`config.mk`:
```
export PLATFORM = sky130hd
export DESIGN_NAME = fifo_ctrl_flags_flat
export DESIGN_NICKNAME = d
export VERILOG_FILES = /design/src/rtl/fifo_ctrl_flags_if.sv /design/src/rtl/fifo_ctrl_flags.sv /design/src/flat_wrapper.sv
export SDC_FILE = /design/constraint.sdc
export NUM_CORES = 1
export LEC_CHECK = 0
export ABC_AREA = 1
export CORE_UTILIZATION = 39
export DETAILED_ROUTE_END_ITERATION = 10
export GPL_TIMING_DRIVEN = 0
export PLACE_DENSITY = 0.74
export SETUP_SLACK_MARGIN = 0.2
export SLEW_MARGIN = 5
export SYNTH_ARGS = -nofsm -noshare
export SYNTH_HDL_FRONTEND = slang
export SYNTH_SLANG_ARGS = --single-unit
```
`constraint.sdc`:
```
create_clock -name clk -period 2.8 [get_ports clk]
set_clock_uncertainty 0.1 [all_clocks]
set_input_delay 0.28 -clock clk [delete_from_list [all_inputs] [get_ports clk]]
set_output_delay 0.28 -clock clk [all_outputs]
set_load 0.005 [all_outputs]
```
`src/rtl/fifo_ctrl_flags_if.sv`:
```
// Handshake and status bundle between the FIFO pointer/flag controller and
// the surrounding request logic / storage RAM.
interface fifo_ctrl_flags_if #(
  parameter int ADDR_WIDTH = 5
);
  logic                  wr;
  logic                  rd;
  logic                  flush;
  logic                  clr_err;
  logic                  wr_en;
  logic                  rd_en;
  logic [ADDR_WIDTH-1:0] wr_addr;
  logic [ADDR_WIDTH-1:0] rd_addr;
  logic [ADDR_WIDTH:0]   rd_ptr;
  logic [ADDR_WIDTH:0]   wr_ptr;
  logic [ADDR_WIDTH:0]   count;
  logic                  emp;
  logic                  full;
  logic                  almost_empty;
  logic                  almost_full;
  logic                  overflow;
  logic                  underflow;

  modport master (
    output wr, rd, flush, clr_err,
    input  wr_en, rd_en, wr_addr, rd_addr, rd_ptr, wr_ptr, count,
           emp, full, almost_empty, almost_full, overflow, underflow
  );

  modport slave (
    input  wr, rd, flush, clr_err,
    output wr_en, rd_en, wr_addr, rd_addr, rd_ptr, wr_ptr, count,
           emp, full, almost_empty, almost_full, overflow, underflow
  );
endinterface

```
`src/rtl/fifo_ctrl_flags.sv`:
```
// Pointer and flag controller for a 2^ADDR_WIDTH-entry single-clock FIFO with
// threshold flags, occupancy count, sticky error flags and synchronous flush.
module fifo_ctrl_flags #(
  parameter int ADDR_WIDTH    = 5,
  parameter int AFULL_THRESH  = 2**ADDR_WIDTH - 2,
  parameter int AEMPTY_THRESH = 2
) (
  input logic               clk,
  input logic               rst,
  fifo_ctrl_flags_if.slave  bus
);
  localparam logic [ADDR_WIDTH:0] DEPTH_C  = {1'b1, {ADDR_WIDTH{1'b0}}};
  localparam logic [ADDR_WIDTH:0] ONE_C    = {{ADDR_WIDTH{1'b0}}, 1'b1};
  localparam logic [ADDR_WIDTH:0] ZERO_C   = {(ADDR_WIDTH+1){1'b0}};
  localparam logic [ADDR_WIDTH:0] AFULL_C  = (ADDR_WIDTH+1)'(AFULL_THRESH);
  localparam logic [ADDR_WIDTH:0] AEMPTY_C = (ADDR_WIDTH+1)'(AEMPTY_THRESH);

  logic [ADDR_WIDTH:0] wr_ptr_r;
  logic [ADDR_WIDTH:0] rd_ptr_r;
  logic                overflow_r;
  logic                underflow_r;
  logic [ADDR_WIDTH:0] count_s;
  logic                emp_s;
  logic                full_s;
  logic                wr_en_s;
  logic                rd_en_s;
  logic                ovf_set_s;
  logic                unf_set_s;

  // Occupancy, flags and grants from the registered pointers and current requests
  always_comb begin
    count_s   = wr_ptr_r - rd_ptr_r;
    emp_s     = (count_s == ZERO_C);
    full_s    = (count_s == DEPTH_C);
    wr_en_s   = bus.wr & ~full_s & ~bus.flush & ~rst;
    rd_en_s   = bus.rd & ~emp_s & ~bus.flush & ~rst;
    ovf_set_s = bus.wr & full_s & ~bus.flush;
    unf_set_s = bus.rd & emp_s & ~bus.flush;
  end

  // Pointer registers: reset and flush both return to an empty, zero-based FIFO
  always_ff @(posedge clk) begin
    if (rst) begin
      wr_ptr_r <= ZERO_C;
      rd_ptr_r <= ZERO_C;
    end else if (bus.flush) begin
      wr_ptr_r <= ZERO_C;
      rd_ptr_r <= ZERO_C;
    end else begin
      if (wr_en_s) begin
        wr_ptr_r <= wr_ptr_r + ONE_C;
      end else begin
        wr_ptr_r <= wr_ptr_r;
      end
      if (rd_en_s) begin
        rd_ptr_r <= rd_ptr_r + ONE_C;
      end else begin
        rd_ptr_r <= rd_ptr_r;
      end
    end
  end

  // Sticky error flags; a new event in the clearing cycle keeps the flag set
  always_ff @(posedge clk) begin
    if (rst) begin
      overflow_r  <= 1'b0;
      underflow_r <= 1'b0;
    end else begin
      if (ovf_set_s) begin
        overflow_r <= 1'b1;
      end else if (bus.clr_err) begin
        overflow_r <= 1'b0;
      end else begin
        overflow_r <= overflow_r;
      end
      if (unf_set_s) begin
        underflow_r <= 1'b1;
      end else if (bus.clr_err) begin
        underflow_r <= 1'b0;
      end else begin
        underflow_r <= underflow_r;
      end
    end
  end

  assign bus.wr_en        = wr_en_s;
  assign bus.rd_en        = rd_en_s;
  assign bus.wr_addr      = wr_ptr_r[ADDR_WIDTH-1:0];
  assign bus.rd_addr      = rd_ptr_r[ADDR_WIDTH-1:0];
  assign bus.wr_ptr       = wr_ptr_r;
  assign bus.rd_ptr       = rd_ptr_r;
  assign bus.count        = count_s;
  assign bus.emp          = emp_s;
  assign bus.full         = full_s;
  assign bus.almost_empty = (count_s <= AEMPTY_C);
  assign bus.almost_full  = (count_s >= AFULL_C);
  assign bus.overflow     = overflow_r;
  assign bus.underflow    = underflow_r;
endmodule

```
`src/flat_wrapper.sv`:
```
// flat-port wrapper written by rule: the top's interface ports become plain ports
module fifo_ctrl_flags_flat 
#(
  parameter int ADDR_WIDTH    = 5,
  parameter int AFULL_THRESH  = 2**ADDR_WIDTH - 2,
  parameter int AEMPTY_THRESH = 2
)
  (clk, rst, bus_wr, bus_rd, bus_flush, bus_clr_err, bus_wr_en, bus_rd_en, bus_wr_addr, bus_rd_addr, bus_rd_ptr, bus_wr_ptr, bus_count, bus_emp, bus_full, bus_almost_empty, bus_almost_full, bus_overflow, bus_underflow);
  fifo_ctrl_flags_if #(.ADDR_WIDTH(ADDR_WIDTH)) bus_i ();
  input logic clk;
  input logic rst;
  input wire logic [$bits(bus_i.wr)-1:0] bus_wr;
  input wire logic [$bits(bus_i.rd)-1:0] bus_rd;
  input wire logic [$bits(bus_i.flush)-1:0] bus_flush;
  input wire logic [$bits(bus_i.clr_err)-1:0] bus_clr_err;
  output wire logic [$bits(bus_i.wr_en)-1:0] bus_wr_en;
  output wire logic [$bits(bus_i.rd_en)-1:0] bus_rd_en;
  output wire logic [$bits(bus_i.wr_addr)-1:0] bus_wr_addr;
  output wire logic [$bits(bus_i.rd_addr)-1:0] bus_rd_addr;
  output wire logic [$bits(bus_i.rd_ptr)-1:0] bus_rd_ptr;
  output wire logic [$bits(bus_i.wr_ptr)-1:0] bus_wr_ptr;
  output wire logic [$bits(bus_i.count)-1:0] bus_count;
  output wire logic [$bits(bus_i.emp)-1:0] bus_emp;
  output wire logic [$bits(bus_i.full)-1:0] bus_full;
  output wire logic [$bits(bus_i.almost_empty)-1:0] bus_almost_empty;
  output wire logic [$bits(bus_i.almost_full)-1:0] bus_almost_full;
  output wire logic [$bits(bus_i.overflow)-1:0] bus_overflow;
  output wire logic [$bits(bus_i.underflow)-1:0] bus_underflow;
  assign bus_i.wr = bus_wr;
  assign bus_i.rd = bus_rd;
  assign bus_i.flush = bus_flush;
  assign bus_i.clr_err = bus_clr_err;
  assign bus_wr_en = bus_i.wr_en;
  assign bus_rd_en = bus_i.rd_en;
  assign bus_wr_addr = bus_i.wr_addr;
  assign bus_rd_addr = bus_i.rd_addr;
  assign bus_rd_ptr = bus_i.rd_ptr;
  assign bus_wr_ptr = bus_i.wr_ptr;
  assign bus_count = bus_i.count;
  assign bus_emp = bus_i.emp;
  assign bus_full = bus_i.full;
  assign bus_almost_empty = bus_i.almost_empty;
  assign bus_almost_full = bus_i.almost_full;
  assign bus_overflow = bus_i.overflow;
  assign bus_underflow = bus_i.underflow;
  fifo_ctrl_flags #(.ADDR_WIDTH(ADDR_WIDTH), .AFULL_THRESH(AFULL_THRESH), .AEMPTY_THRESH(AEMPTY_THRESH)) u_core (.clk(clk), .rst(rst), .bus(bus_i));
endmodule
```
Word level (Yosys, flattened, before mapping)
Index checks and enable logic that the tools add are counted.
{"block": "word_totals", "input_bits": 6, "word_cells": 31, "output_inout_bits": 36, "register_bits": 14}
{"block": "classes", "add_sub_neg": 3, "n_eq_ne": 1, "order_cmp": 2, "n_bitwise": 14, "muxes": 3, "reduce_logical": 4}
{"cell": "$add 6x1->6 const B", "count": 2}
{"cell": "$and 1x1->1", "count": 10}
{"cell": "$eq 6x6->1 const B", "count": 1}
{"cell": "$ge 6x5->1 const B", "count": 1}
{"cell": "$le 6x2->1 const B", "count": 1}
{"cell": "$logic_not 6->1", "count": 1}
{"cell": "$sub 6x6->6", "count": 1}
{"cell": "$not 1->1", "count": 4}
{"cell": "$reduce_bool 2->1", "count": 2}
{"cell": "$mux 1", "count": 3}
{"cell": "$reduce_or 2->1", "count": 1}

Logic depth before layout (Yosys ltp)
Gate-level depths: netlist of the first run.
{"block": "depth", "word_depth": 6, "ltp_mapped": 13}

Worst setup path before layout of the first run
No wires, ideal clock.
{"block": "synth_timing", "path_kind": "register to output", "start": "reg u_core.wr_ptr_r[0], in the netlist u_core.bus.wr_ptr[0]", "end": "out bus_rd_en", "t_arrival_ns": 1.858, "required_ns": 2.420, "n_path_buf": 0, "slack_ns": 0.562, "stages_incl_launch_ff": 11, "cell_sequence": "dfxtp_1 > inv_1 > ha_1 > fa_1 > nand3b_1 > nand3_1 > nand2_1 > nor2_2 > nand3_2 > nand2_4 > inv_1"}
{"block": "synth_between", "elab_chain_len": 6}
{"item": "from (decl)", "line_no": "fifo_ctrl_flags.sv:18", "rtl": "logic [ADDR_WIDTH:0] wr_ptr_r;"}
{"item": "from (signal assigned)", "line_no": "fifo_ctrl_flags.sv:51", "rtl": "wr_ptr_r <= wr_ptr_r + ONE_C;"}
{"item": "from (signal assigned)", "line_no": "fifo_ctrl_flags.sv:53", "rtl": "wr_ptr_r <= wr_ptr_r;"}
{"item": "$sub 6x6->6", "line_no": "fifo_ctrl_flags.sv:32", "rtl": "count_s = wr_ptr_r - rd_ptr_r;"}
{"item": "via bus_count[4]", "line_no": "flat_wrapper.sv:22", "rtl": "output wire logic [$bits(bus_i.count)-1:0] bus_count;"}
{"item": "$logic_not 6->1", "line_no": "fifo_ctrl_flags.sv:33", "rtl": "emp_s = (count_s == ZERO_C);"}
{"item": "$not 1->1", "line_no": "fifo_ctrl_flags.sv:36", "rtl": "rd_en_s = bus.rd & ~emp_s & ~bus.flush & ~rst;"}
{"item": "$and 1x1->1 (3 in series)", "line_no": "fifo_ctrl_flags.sv:36"}
{"item": "to (decl)", "line_no": "flat_wrapper.sv:17", "rtl": "output wire logic [$bits(bus_i.rd_en)-1:0] bus_rd_en;"}
The timed path passes the listed nets, and every way through them passes these cells.

Worst setup path after layout of the first run
{"block": "layout_timing", "start": "reg u_core.wr_ptr_r[0], in the netlist u_core.bus.wr_ptr[0]", "end": "out bus_wr_en"}
{"block": "layout_between", "elab_chain_len": 6}
{"item": "$sub 6x6->6", "line_no": "fifo_ctrl_flags.sv:32"}
{"item": "$eq 6x6->1", "line_no": "fifo_ctrl_flags.sv:34", "rtl": "full_s = (count_s == DEPTH_C);"}
{"item": "$not 1->1", "line_no": "fifo_ctrl_flags.sv:35", "rtl": "wr_en_s = bus.wr & ~full_s & ~bus.flush & ~rst;"}
{"item": "$and 1x1->1 (3 in series)", "line_no": "fifo_ctrl_flags.sv:35"}
{"item": "to (decl)", "line_no": "flat_wrapper.sv:16", "rtl": "output wire logic [$bits(bus_i.wr_en)-1:0] bus_wr_en;"}
Every way passes these cells.

==> flow_summary.ini, run 1 <==
[power]
p_int_uw = 413
pwr-share-comb_pct = 40.8
leakagePower_nw = 0.858
p_switching_uw = 211
pwr-share-clk_pct = 25.6
p_seq_share_pct = 33.6
peakVddDrop_mv = 0.288
switching_share_pct = 33.8
power.density_mw_per_mm2 = 352

[routing]
first_iter_violations = 30
via_per_inst = 5.02
antenna_left = 0
drt-total-wl_um = 3210
vias = 1235
dr.pass1.iters = 4
route.detailed.drc = 0
wl_per_cell_um = 13.0

[cells_and_area]
diodes = 0
fill_cells = 220
final_area_mm2 = 0.00177
seq_area_um2 = 298
areaGrowthSynthToFinish_pct = 61.2
num-nets-final = 231
drive_above_1_share_pct = 27.3
multi_input_area_um2 = 756

[cts]
clockBufferDepth = 2
clock_latency_ps = 310
path_clk_slew_ps = 100
clock-sinks = 14
cts_buffers = 3
htree_levels = 1
cts-root-buf = clkbuf_4
cts_tree = yes

[sta]
final_hold_viol_count = 0
relSlewSlack_pct = 68.0
layout_min_cycle_time_ps = 2540
setup_violations = 0
drv_slew = 0
period_share_pct = 90.5
rsz0062_at_grt = yes
worst_slew_pin_slew_ps = 478
clock.fmax_ghz = 0.394
holdWs_ps = 382

[hold_path]
hold_class = reg2reg
min-delay-start = u_core.bus.overflow$_SDFFE_PP0P_

[synthesis]
synth_edf_count = 0
synth_top_area_share_pct = 25.5
seq_area_frac_synth_pct = 25.5
synth-seq-cells = 14
yosysMostFrequentCell = nand2_1
syn_inst = 163
async_flop_share_pct = 0
synth_area_leader_cell = dfxtp_1
synth_common_cells = nand2_1, inv_1, nand3_1, dfxtp_1, a21oi_1
syn_area_mm2 = 0.00110
synth_flop_cell = dfxtp_1
synth_cell_types = 19
yosysWarnings = 0
yosys-top-cells-area = dfxtp_1, nand2_1, nand3_1
syn-num-nets = 177
syn-mean-instance-area_um2 = 6.74

[place]
routabilityCongestion = 0.774
dpl_cell_area_mm2 = 0.00155
portBuffers = 41
dp_hpwl_um = 2220

[floorplanning]
io_pins = 42
core_mm2 = 0.00257
rows = 18
die_h_um = 55.1
die_w_um = 55.1
initial_core_util_pct = 42.8
die_area_mm2 = 0.00303

[global_routing]
antenna_found_initial = 0
grtUsageTotal_pct = 22.4
overflow = 0
grt_max_degree = 11
grt_pass1_wl_um = 4770
grt_pass1_vias = 1115

[critical_path]
cp.arrival_ps = 2160
r2r_start = u_core.bus.wr_ptr[0]$_SDFFE_PP0P_
path_max_fanout = 3
crit_start = u_core.bus.wr_ptr[0]$_SDFFE_PP0P_
critPathKind = reg2out
end_kind = output pin
crit_required_ps = 2420
critPathLaunchType = register

[outcome]
status = completed

[flow_run]
maxCapViolCount = 0
[metrics by stage]
stage / setup TNS [ps] / setup WS, ps / total power, mW / util, % / instances
after detailed placement: -321 / -104 / 0.425 / 60.2 / 234
after global placement: -145 / -56.9 / 0.419 / 60.2 / 234
after floorplan: 0 / 562 / 0.320 / - / 163
after global routing: 0 / 150 / 0.660 / 69.0 / 246
after CTS: -167 / -54.0 / 0.617 / 66.4 / 244
final: 0 / 265 / 0.624 / 69.0 / 246
[area by class of cell]
| type | instances | area share, % |
|---|---|---|
| multi-input combinational | 111 | 42.7 |
| timing repair buffer | 49 | 26.1 |
| sequential | 14 | 16.8 |
| inverter | 28 | 5.94 |
| buffer | 10 | 4.24 |
| tap | 30 | 2.12 |
| clock buffer | 4 | 2.05 |
[registers in the layout, summed over array words and instances (netlist names)]
signal and count:
u_core.bus.overflow 1, u_core.bus.rd_ptr 6, u_core.bus.underflow 1, u_core.bus.wr_ptr 6
[critical path: stages (launching register included)]
cell	delay (ps)
dfxtp_4	360
inv_2	40
ha_4	160
fa_2	380
nand3b_1	210
nand3_2	100
nand2_2	100
nor2_4	140
nand3_4	110
nand2_4	80
inv_1	50
dlymetal6s2s_1	140
[layout by cell type (no fill, tap or decap), types with 5 or more instances in the layout]
cell / count
nand2_1: 34
nor2_1: 6
dfxtp_2: 5
a21oi_1: 11
xor2_1: 8
dfxtp_1: 6
inv_1: 24
nand3_1: 19
buf_4: 19
clkdlybuf4s50_1: 33
[worst paths after layout]
path | to | depth (start not counted) | slack, ps
worst max-delay path | bus_wr_en | 11 | 260
worst min register to register | u_core.bus.overflow$_SDFFE_PP0P_ | 2 | 380
worst max register to register | u_core.bus.rd_ptr[0]$_SDFFE_PP0P_ | 14 | 550
worst min-delay path | u_core.bus.overflow$_SDFFE_PP0P_ | 2 | 380
[repair_timing]
item,CTS,global route
endpoints found under the setup margin,8,7
resized for setup,25,24
setup buffers,6,2
hold buffers,0,0
pin swaps,5,9
[cells by family (layout without fill, tap and decap cells)]
group,after synthesis,count (layout),share of synthesized area [%]
adder cells (fa/ha/maj),8,8,9.79
AND/OR/NAND/NOR,77,77,32.8
XOR/XNOR,9,9,7.18
AO/OA/AOI/OAI,17,17,8.31
flip-flops,14,14,25.5
buffers and inverters,38,91,16.4
[metal layers]
| layer | track usage (%) | part of all wire, % |
|---|---|---|
| met5 | 0 | 0 |
| met4 | 7.50 | 2.0 |
| met3 | 4.10 | 4.9 |
| met2 | 41.0 | 51 |
| met1 | 26.0 | 42 |
[power groups by stage]
stage	logic, mW	clock network, mW	registers [mW]
floorplan	0.105	0	0.215
global placement	0.204	0	0.216
detailed placement	0.209	0	0.216
CTS	0.245	0.161	0.210
global route	0.276	0.174	0.210
finish	0.255	0.160	0.209
Note: power is estimated with default switching activity, not from simulation.
==> run 2: changes to the inputs <==
--- a/config.mk
+++ b/config.mk
@@ -6,10 +6,10 @@
 export NUM_CORES = 1
 export LEC_CHECK = 0
 export ABC_AREA = 1
-export CORE_UTILIZATION = 39
+export CORE_UTILIZATION = 43
 export DETAILED_ROUTE_END_ITERATION = 10
 export GPL_TIMING_DRIVEN = 0
-export PLACE_DENSITY = 0.74
+export PLACE_DENSITY = 0.81
 export SETUP_SLACK_MARGIN = 0.2
 export SLEW_MARGIN = 5
 export SYNTH_ARGS = -nofsm -noshare
==> flow_summary.ini, run 2 (synthesis gave the netlist of run 1 again) <==
[floorplanning]
die_area_mm2 = 0.00276
die_h_um = 52.5
initial_core_util_pct = 47.4
io_pins = 42
core_mm2 = 0.00232
die_w_um = 52.5
rows = 17

[place]
dp.cells = 232
routabilityCongestion = 0.807
dpl_cell_area_mm2 = 0.00154
dp_hpwl_um = 2160
portBuffers = 41

[cells_and_area]
fill_cells = 173
layout.cells.non_filler = 245
num-nets-final = 232
seq_area_um2 = 300
areaGrowthSynthToFinish_pct = 57.9
final_common_cell = nand2_1
final_area_mm2 = 0.00173
multi_input_area_um2 = 728
diodes = 0
drive_above_1_share_pct = 27.2
final_cell_mix = nand2_1, clkdlybuf4s50_1, inv_1, nand3_1, buf_4

[sta]
rsz0062_at_grt = yes
holdWs_ps = 378
finalSetupTns_ps = 0
drv_slew = 0
clock.fmax_ghz = 0.383
worst_slew_pin_slew_ps = 434
relSlewSlack_pct = 71.0
setup_violations = 0
layout_min_cycle_time_ps = 2610
final_hold_viol_count = 0
period_share_pct = 93.4

[critical_path]
critPathKind = reg2out
r2r_end = u_core.bus.wr_ptr[3]$_SDFFE_PP0P_
worst-r2r-setup-slack_ps = 450
ff2ff_path_depth = 13
cp.arrival_ps = 2230
critPathLaunchType = register
r2r_start = u_core.bus.wr_ptr[0]$_SDFFE_PP0P_
crit_required_ps = 2420
path_max_fanout = 2
end_kind = output pin

[flow_run]
maxCapViolCount = 0

[power]
peakVddDrop_mv = 0.371
power.density_mw_per_mm2 = 349
leakagePower_nw = 0.817
finalPower_uw = 605

[hold_path]
hold_class = reg2reg
min_to = u_core.bus.overflow$_SDFFE_PP0P_
holdPathStages = 2
min-delay-start = u_core.bus.overflow$_SDFFE_PP0P_

[global_routing]
grt_max_degree = 11
grt.met1_usage_pct = 27.2
overflow = 0
busiest_layer = met2
met2_usage_pct = 46.4
grt_util_met3_pct = 3.77
grt_pass1_vias = 1173
antenna_found_initial = 0
grt_pass1_wl_um = 4930
grtUsageTotal_pct = 24.8

[routing]
route.detailed.drc = 0
wl_per_cell_um = 12.9
dr.pass1.iters = 4
drt-total-wl_um = 3160
antenna_left = 0
via_per_inst = 5.10
first_iter_violations = 49
vias = 1249

[cts]
cts_tree = yes
cts_buffers = 3
cts-root-buf = clkbuf_4
path_clk_slew_ps = 90
clock-sinks = 14
clock_latency_ps = 280
htree_levels = 1
clockBufferDepth = 2

[outcome]
status = completed
## run 2: worst max-delay path by stage
stage                      to                               from  slack [ps]
CTS                 bus_wr_en  u_core.bus.wr_ptr[0]$_SDFFE_PP0P_         180
global placement    bus_rd_en  u_core.bus.wr_ptr[0]$_SDFFE_PP0P_         -50
finish              bus_wr_en  u_core.bus.wr_ptr[0]$_SDFFE_PP0P_         190
detailed placement  bus_rd_en  u_core.bus.wr_ptr[0]$_SDFFE_PP0P_        -100
floorplan           bus_rd_en  u_core.bus.wr_ptr[0]$_SDFFE_PP0P_         560
global route        bus_wr_en  u_core.bus.wr_ptr[0]$_SDFFE_PP0P_         110
## run 2: per-stage QoR
| step | worst slack, ps | utilization, % |
|---|---|---|
| 2_1_floorplan | 562 | - |
| 4_1_cts | 175 | 74.0 |
| 5_1_grt | 108 | 74.8 |
| 3_5_place_dp | -103 | 66.6 |
| 6_report | 186 | 74.8 |
| 3_3_place_gp | -49.1 | 66.6 |
## run 2: layout make-up
cell class	count	area share [%]
Timing Repair Buffer	50	26.2
Sequential cell	14	17.3
Clock buffer	4	2.09
Buffer	10	4.33
Multi-Input combinational cell	111	42.0
Inverter	28	6.06
Tap cell	28	2.02
## run 2: critical path, cell delays in order (launching register included)
cell	delay [ps]
dfxtp_4	350
inv_1	40
ha_2	180
fa_2	390
nand3b_1	200
nand3_1	120
nand2_2	90
nor2_4	160
nand3_4	110
buf_6	140
nand2_4	50
inv_2	40
clkbuf_2	100
## run 2: where the power goes
part	switching, mW	internal (mW)	leakage (nW)
registers	0.00359	0.202	0.118
logic	0.127	0.126	0.678
clock network	0.0666	0.0791	0.0210
## run 2: metal layers
metal / wire [µm] / vias to the layer above
met1: 1270 / 577
met4: 38 / 0
li1: - / 619
met2: 1630 / 49
met3: 216 / 4
met5: 0 / -
## run 2: repair_timing
item / 4_1_cts / 5_1_grt
gates cloned: 0 / 0
hold buffers: 0 / 0
buffers inserted: 9 / 0
pin swaps: 5 / 7
resized for setup: 31 / 21
endpoints found under the setup margin: 7 / 8
